==> config.mk <==
export PLATFORM = sky130hd
export DESIGN_NAME = rom_prefetch
export DESIGN_NICKNAME = d
export VERILOG_FILES = /design/src/rtl/rom_prefetch.sv
export SDC_FILE = /design/constraint.sdc
export NUM_CORES = 1
export LEC_CHECK = 0
export CAP_MARGIN = 10
export CORE_MARGIN = 2
export CORE_UTILIZATION = 34
export CTS_CLUSTER_DIAMETER = 200
export DETAILED_ROUTE_END_ITERATION = 10
export SETUP_SLACK_MARGIN = 0.15
export SLEW_MARGIN = 10
export SYNTH_ARGS = -nofsm -noshare
export SYNTH_HDL_FRONTEND = slang
export SYNTH_SLANG_ARGS = --single-unit
==> constraint.sdc <==
create_clock -name clk -period 2.8 [get_ports clk]
set_clock_uncertainty 0.05 [all_clocks]
set_input_delay 0.84 -clock clk [delete_from_list [all_inputs] [get_ports clk]]
set_output_delay 0.84 -clock clk [all_outputs]
set_load 0.02 [all_outputs]
==> src/rtl/rom_prefetch.sv <==
// rom_prefetch: instruction prefetch between a combinational boot ROM and the
// CPU decoder. Fetches one halfword per cycle into a small FIFO tagged with
// its halfword address, hands entries out over valid/ready, and restarts at a
// new address on a redirect (flush).
//
// Ports:
//   clk, reset         clock (rising edge), asynchronous active-low reset
//   rom_addr, rom_rd   ROM halfword address (= fetch pointer), capture strobe
//   rom_data           ROM output, combinational from rom_addr
//   flush, flush_addr  redirect request and new fetch address
//   ins_valid/ready    decoder handshake for the head entry
//   ins_data/addr      head halfword and its address (0 when FIFO empty)
//
// Optional feature, macro ROM_PREFETCH_PERF_EN: adds fetch_count (pushes) and
// flush_count (flush cycles, saturating) outputs.
module rom_prefetch #(
   parameter int unsigned DEPTH      = 4,
   parameter logic [31:0] RESET_ADDR = 32'h0,
   parameter int unsigned ROM_WORDS  = 512
) (
   input  logic        clk,
   input  logic        reset,
   output logic [31:0] rom_addr,
   output logic        rom_rd,
   input  logic [15:0] rom_data,
   input  logic        flush,
   input  logic [31:0] flush_addr,
   output logic        ins_valid,
   input  logic        ins_ready,
   output logic [15:0] ins_data,
   output logic [31:0] ins_addr
`ifdef ROM_PREFETCH_PERF_EN
   ,
   output logic [31:0] fetch_count,
   output logic [15:0] flush_count
`endif
);

   localparam int unsigned      PTR_W     = (DEPTH > 1) ? $clog2(DEPTH) : 1;
   localparam int unsigned      CNT_W     = PTR_W + 1;
   localparam logic [CNT_W-1:0] DEPTH_C   = CNT_W'(DEPTH);
   localparam logic [31:0]      ROM_LIMIT = 32'(ROM_WORDS);

   typedef enum logic {
      ST_FETCH = 1'b0,
      ST_END   = 1'b1
   } state_e;

   typedef struct packed {
      logic [31:0] addr;
      logic [15:0] data;
   } entry_t;

   state_e           st_q, st_d;
   logic [31:0]      fetch_ptr_q, fetch_ptr_d;
   logic [PTR_W-1:0] wr_ptr_q, wr_ptr_d;
   logic [PTR_W-1:0] rd_ptr_q, rd_ptr_d;
   logic [CNT_W-1:0] count_q, count_d;
   entry_t           mem_q [DEPTH];
   entry_t           mem_d [DEPTH];

   logic valid_c, pop_c, space_c, push_c;

   // Handshake terms. Flush blocks both push and pop in its cycle; the fetch
   // pointer range test only matters right after a reset to an address past
   // the ROM, where the first clock must move to END without fetching.
   always_comb begin
      valid_c = (count_q != '0) && !flush;
      pop_c   = valid_c && ins_ready;
      space_c = (count_q < DEPTH_C) || pop_c;
      push_c  = reset && (st_q == ST_FETCH) && (fetch_ptr_q < ROM_LIMIT)
                && space_c && !flush;
   end

   // Next-state: FIFO bookkeeping, fetch pointer and FETCH/END state.
   always_comb begin
      st_d        = st_q;
      fetch_ptr_d = fetch_ptr_q;
      wr_ptr_d    = wr_ptr_q;
      rd_ptr_d    = rd_ptr_q;
      count_d     = count_q;
      mem_d       = mem_q;

      if (flush) begin
         fetch_ptr_d = flush_addr;
         wr_ptr_d    = '0;
         rd_ptr_d    = '0;
         count_d     = '0;
         st_d        = (flush_addr < ROM_LIMIT) ? ST_FETCH : ST_END;
      end else begin
         if (push_c) begin
            mem_d[wr_ptr_q] = {fetch_ptr_q, rom_data};
            wr_ptr_d        = wr_ptr_q + PTR_W'(1);
            fetch_ptr_d     = fetch_ptr_q + 32'd1;
         end
         if (pop_c) begin
            rd_ptr_d = rd_ptr_q + PTR_W'(1);
         end
         case ({push_c, pop_c})
            2'b10:   count_d = count_q + CNT_W'(1);
            2'b01:   count_d = count_q - CNT_W'(1);
            default: count_d = count_q;
         endcase
         if ((st_q == ST_FETCH) && (fetch_ptr_d >= ROM_LIMIT)) begin
            st_d = ST_END;
         end
      end
   end

   // State registers.
   always_ff @(posedge clk or negedge reset) begin
      if (!reset) begin
         st_q        <= ST_FETCH;
         fetch_ptr_q <= RESET_ADDR;
         wr_ptr_q    <= '0;
         rd_ptr_q    <= '0;
         count_q     <= '0;
         mem_q       <= '{default: '0};
      end else begin
         st_q        <= st_d;
         fetch_ptr_q <= fetch_ptr_d;
         wr_ptr_q    <= wr_ptr_d;
         rd_ptr_q    <= rd_ptr_d;
         count_q     <= count_d;
         mem_q       <= mem_d;
      end
   end

   // Head entry is forced to zero while the FIFO is empty.
   always_comb begin
      rom_addr  = fetch_ptr_q;
      rom_rd    = push_c;
      ins_valid = valid_c;
      ins_data  = (count_q != '0) ? mem_q[rd_ptr_q].data : 16'h0;
      ins_addr  = (count_q != '0) ? mem_q[rd_ptr_q].addr : 32'h0;
   end

`ifdef ROM_PREFETCH_PERF_EN
   logic [31:0] fetch_count_q, fetch_count_d;
   logic [15:0] flush_count_q, flush_count_d;

   // Performance counters; flush_count saturates.
   always_comb begin
      fetch_count_d = fetch_count_q;
      flush_count_d = flush_count_q;
      if (push_c) begin
         fetch_count_d = fetch_count_q + 32'd1;
      end
      if (flush && (flush_count_q != 16'hFFFF)) begin
         flush_count_d = flush_count_q + 16'd1;
      end
   end

   always_ff @(posedge clk or negedge reset) begin
      if (!reset) begin
         fetch_count_q <= '0;
         flush_count_q <= '0;
      end else begin
         fetch_count_q <= fetch_count_d;
         flush_count_q <= flush_count_d;
      end
   end

   assign fetch_count = fetch_count_q;
   assign flush_count = flush_count_q;
`endif

endmodule

---- After elaboration in Yosys (flattened, before gate mapping) ----
Cells that the tools add are included.
W data, S select, Z words.
word-level totals
  input port bits ......................... 52
  memories ................................ 0
  output and inout port bits .............. 82
  latch bits .............................. 0
  register bits after elaboration ......... 232
  word-level logic and storage cells ...... 67
  bits in read-only memories .............. 0
  bits in writable memories ............... 0
operators by class
  multipliers ............................. 0
  div/mod/pow operators ................... 0
  shifts and indexed selects .............. 0
  reductions and logical operators ........ 16
  bitwise operators ....................... 4
  equality and inequality tests ........... 2
  $lt $le $gt $ge ......................... 7
  multiplexer cells ....................... 20
  $add $sub $neg .......................... 5
operator list
  kind                     number
  $bwmux W192              1
  $mux W48                 3
  $mux W32                 4
  $bmux W48 S2             1
  $demux W48 S2            1
  $lt A32 B10 Y1 const B   2
  $add A32 B1 Y32 const B  1
  $ge A32 B10 Y1 const B   1
  $mux W16                 1
  $logic_and A1 B1 Y1      8
  $mux W2                  4
  $ge A3 B3 Y1 const B     2
  $not A2 Y3               2
  $pmux W3 S2              1
  $reduce_bool A2 Y1       3
  $reduce_bool A3 Y1       2
  $add A2 B1 Y2 const B    2
  $add A3 B1 Y3 const B    1
  $lt A3 B1 Y1 const B     1
  $lt A3 B3 Y1 const B     1
  $mux W1                  3
  $mux W3                  1
  $sub A3 B1 Y3 const B    1
  $eq A2 B1 Y1 const B     1
  5 further kinds          6

---- Longest topological paths before layout ----
  depth in word-level cells ............... 12
  mapped depth ............................ 9
  depth with buffers taken out ............ 9

---- Worst setup path after synthesis ----
OpenSTA, ideal clock, no wires.
  path type ............................... register to output
  from .................................... register fetch_ptr_q[14] (netlist: rom_addr[14])
  to ...................................... output port rom_rd
  stages on the path, launching flop included .. 5
  required time ........................... 1.910 ns
  slack ................................... 0.148 ns
  path buffers ............................ 0
  arrival ................................. 1.762 ns
  cells stage by stage .................... dfrtp_1 > nor4_1 > nand4_2 > or2_2 > nor2_1
on the way
  word-level cells in the longest chain between the ends .. 4
ends and longest elaborated chain
  item                              RTL line  RTL
  start, declared                   55        logic [31:0] fetch_ptr_q, fetch_ptr_d;
  start signal, assigned            121       fetch_ptr_q <= fetch_ptr_d;
  $lt A32 B10 Y1                    71        push_c = reset && (st_q == ST_FETCH) && (fetch_ptr_q < ROM_LIMIT)
  $logic_and A1 B1 Y1               71
  $logic_and A1 B1 Y1 (2 in a row)  72        && space_c && !flush;
  end, declared                     24        output logic rom_rd,
Every way passes these cells.

---- Worst setup path after layout ----
  from .................................... register rd_ptr_q[0]
  to ...................................... output port ins_addr[13]
on the way
  word-level cells in the longest chain between the ends .. 5
ends and longest elaborated chain
  item                                         RTL line  RTL
  start, declared                              57        logic [PTR_W-1:0] rd_ptr_q, rd_ptr_d;
  start signal, assigned                       123       rd_ptr_q <= rd_ptr_d;
  $not A2 Y3 (implied by the code)             135       ins_addr = (count_q != '0) ? mem_q[rd_ptr_q].addr : 32'h0;
  $bmux W48 S2                                 135
  $mux W48 (implied by the code) (2 in a row)  135
  $mux W32                                     135
  end, declared                                31        output logic [31:0] ins_addr
Every way passes these cells. The select of a mux whose other input is x is not followed.

==> impl_metrics.toml <==
[setup_path]
endpoint = "ins_addr[13]"
cp_data_arrival_time_ns = 2.15
cp_slowest_stage_delay_ns = 0.52
cp-end-kind = "primary output"
path_class = "reg2out"
worstPathMaxFanout = 5
worst_path_max_delay_cell = "dfrtp_4"
r2r_slack_ns = 0.27
critPathLaunch = "rd_ptr_q[0]"
r2r_start = "rom_addr[23]"
worstPathRequired_ns = 1.91
r2r_cells = 10
startpoint_type = "register"
r2r_end = "mem_q[119]"
crit_path_cell_trace = "buf_6, buf_12, buf_16, mux4_2, nor2b_4, buf_4"

[timing]
max_freq_mhz = 328
period_minus_slack_ns = 3.04
worst_pin_slew_ns = 0.983
hold_viol = 0
relSlewSlack_pct = 34.5
finalSetupViolations = 49
fin_setup_tns_ns = -7.40
final_max_slew_viol_count = 0
timing.final.ws_setup_ns = -0.245
min_period_over_period_pct = 109
rsz0062_at_grt = "yes"

[place]
place_ws_ns = -0.407
io_buffers = 133
hpwl_mm = 15.4
placed_cell_area_um2 = 12600
gp_congestion = 0.757
place_inst = 1269

[floorplanning]
core_area_um2 = 29500
row_count = 63
num_io_pins = 134
die_h_um = 177
dieArea_um2 = 31200
fp.dieW_um = 177
start_util_pct = 34.3

[power]
p_leak_nw = 6.45
finalPower_mw = 7.37
ir_worst_vdd_mv = 0.333
power.density_nw_per_um2 = 519

[global_route]
antenna_found_initial = 0
grt_pass1_vias = 7073
grt_max_degree = 159
overflow = 0
grt_usage_pct = 16.4
grt_pass1_wl_mm = 40.0

[final_layout]
syn2layout_area_growth_pct = 40.3
drive_gt1_share_pct = 45.2
antenna_cells = 0
design_area_um2 = 14200
nets = 990
finalNonFillerCells = 1342

[synthesis]
yosysSeqAreaShare_pct = 57.3
synth_async_sr_flop_share_pct = 100
synth_edf_count = 0
syn_inst = 709
ys_ff_latch = 232
syn_area_per_cell_um2 = 14.3
synth_nets = 767
ys_types = 45
synth-main-ff-cell = "dfrtp_1"
syn_area_um2 = 10100
yosysWarningCount = 0

[routing]
post_drt_wl_per_cell_um = 18.6
routed_wl_mm = 24.9
dr.pass1.iters = 4
vias = 6436
vias_per_cell = 4.80
drc = 0
first_iter_violations = 248
ant_nets = 0

[clock_network]
hold_buffers = 0
htree_levels = 1
cts_root_buffer = "clkbuf_16"
tritoncts = "done"
cts_made_buffers = 27
clk-insertion-delay-late_ns = 0.53
cts_sinks = 232
path_clk_slew_ns = 0.06
cts_max_path_buffers = 3

[outcome]
failed_checks = "negative setup slack"
status = "finished with violations"

[hold_path]
min_path_type = "reg2reg"

[job]
maxCapViolCount = 0
-- worst min-delay path by stage --
stage               from  slack, ns  cells past startpoint   endpoint
6_report       mem_q[85]       0.43                      1  mem_q[85]
5_1_grt        mem_q[36]       0.44                      1  mem_q[36]
4_1_cts        mem_q[86]       0.43                      1  mem_q[86]
3_5_place_dp   mem_q[84]       0.42                      1  mem_q[84]
3_3_place_gp   mem_q[94]       0.41                      1  mem_q[94]
2_1_floorplan  mem_q[73]       0.40                      1  mem_q[73]
-- layout by cell type, fill, tap and decap left out, types with 3 or more instances in the layout --
cell type	n
a211oi_1	4
a21oi_1	3
a31oi_1	4
and2_1	94
and3_1	3
buf_12	22
buf_16	5
buf_2	12
buf_4	75
buf_6	40
clkbuf_1	10
clkbuf_16	27
clkbuf_8	6
clkdlybuf4s50_1	81
dfrtp_1	225
dfrtp_2	6
ha_1	5
inv_1	10
mux2_2	123
mux2i_1	3
mux4_2	48
nand2_1	8
nand2_2	4
nand4b_1	3
nor2_1	13
nor2b_1	14
nor2b_4	35
nor3_1	3
nor4_1	9
nor4_2	4
o21ai_0	5
xnor2_1	5
-- cells by family (layout without fill, tap and decap cells) --
| group | after synthesis | in the layout | share of synthesized area, % |
|---|---|---|---|
| mux | 174 | 174 | 24.7 |
| flops | 232 | 232 | 57.3 |
| xor+xnor | 6 | 6 | 0.519 |
| simple gates | 208 | 208 | 12.6 |
| compound gates | 28 | 28 | 1.93 |
| fa+ha+maj | 6 | 6 | 0.816 |
| buf+inv | 55 | 298 | 2.19 |
-- registers in the layout, summed over array words and instances (netlist names) --
name	cells
mem_q	192
wr_ptr_q	2
count_q	3
rom_addr	32
st_q	1
rd_ptr_q	2
-- cell usage after synthesis, types with 2 or more instances --
| cell type | number | area, um2 |
|---|---|---|
| nor3_1 | 6 | 30.0 |
| a21oi_1 | 4 | 20.0 |
| dfrtp_1 | 232 | 5810 |
| a41o_2 | 2 | 22.5 |
| nor2b_1 | 49 | 307 |
| nor2_1 | 14 | 52.6 |
| nand2b_1 | 2 | 12.5 |
| a211oi_1 | 4 | 30.0 |
| nor4_1 | 13 | 81.3 |
| mux4_2 | 48 | 1080 |
| and2_1 | 94 | 588 |
| nand3_1 | 2 | 10.0 |
| buf_1 | 6 | 22.5 |
| mux2_2 | 123 | 1390 |
| a31oi_1 | 4 | 25.0 |
| inv_1 | 10 | 37.5 |
| clkbuf_1 | 26 | 97.6 |
| nand2_1 | 12 | 45.0 |
| mux2i_1 | 3 | 30.0 |
| o21ai_0 | 6 | 30.0 |
| nand4b_1 | 3 | 26.3 |
| buf_2 | 12 | 60.1 |
| and3_1 | 3 | 18.8 |
| ha_1 | 5 | 62.6 |
| xnor2_1 | 5 | 43.8 |
| nand4_1 | 2 | 12.5 |
-- what timing repair did --
| item | CTS | global route |
|---|---|---|
| gates cloned | 7 | 0 |
| setup buffers | 13 | 4 |
| pin swaps | 2 | 5 |
| endpoints found under the setup margin | 54 | 53 |
| resized for setup | 286 | 79 |
-- power by group --
group          leakage, nW  internal (mW)  switching [mW]  total, mW
logic                 2.88          0.258           0.258      0.516
clock network        0.415           2.03            1.36       3.40
registers             3.16           3.40          0.0523       3.45
-- stage by stage --
stage,hold slack (ns),util [%]
after floorplan,0.398,-
after global placement,0.413,42.9
after detailed placement,0.415,42.9
after CTS,0.433,47.1
after global routing,0.440,48.2
final,0.426,48.2
-- cell type report --
| type | instances | area (um2) |
|---|---|---|
| clock buffers | 43 | 796 |
| inverters | 11 | 41.3 |
| clock inverters | 6 | 67.6 |
| repair buffers | 238 | 2540 |
| fillers | 2600 | 15300 |
| well taps | 390 | 488 |
| multi-input cells | 422 | 4450 |
| flip-flops and latches | 232 | 5820 |
-- worst max-delay path: cells and delay by family (launching register included) --
| family | cells | cell delay, ns |
|---|---|---|
| buf+inv | 4 | 0.55 |
| mux | 1 | 0.41 |
| simple gates | 1 | 0.14 |
| flops | 1 | 0.52 |
-- routing by layer --
| layer | global-route usage [%] | wire length, um |
|---|---|---|
| met1 | 22.3 | 11200 |
| met2 | 28.1 | 12500 |
| met3 | 2.28 | 747 |
| met4 | 3.27 | 403 |
| met5 | 0 | 0 |
Power figures use the tool's default switching activity.
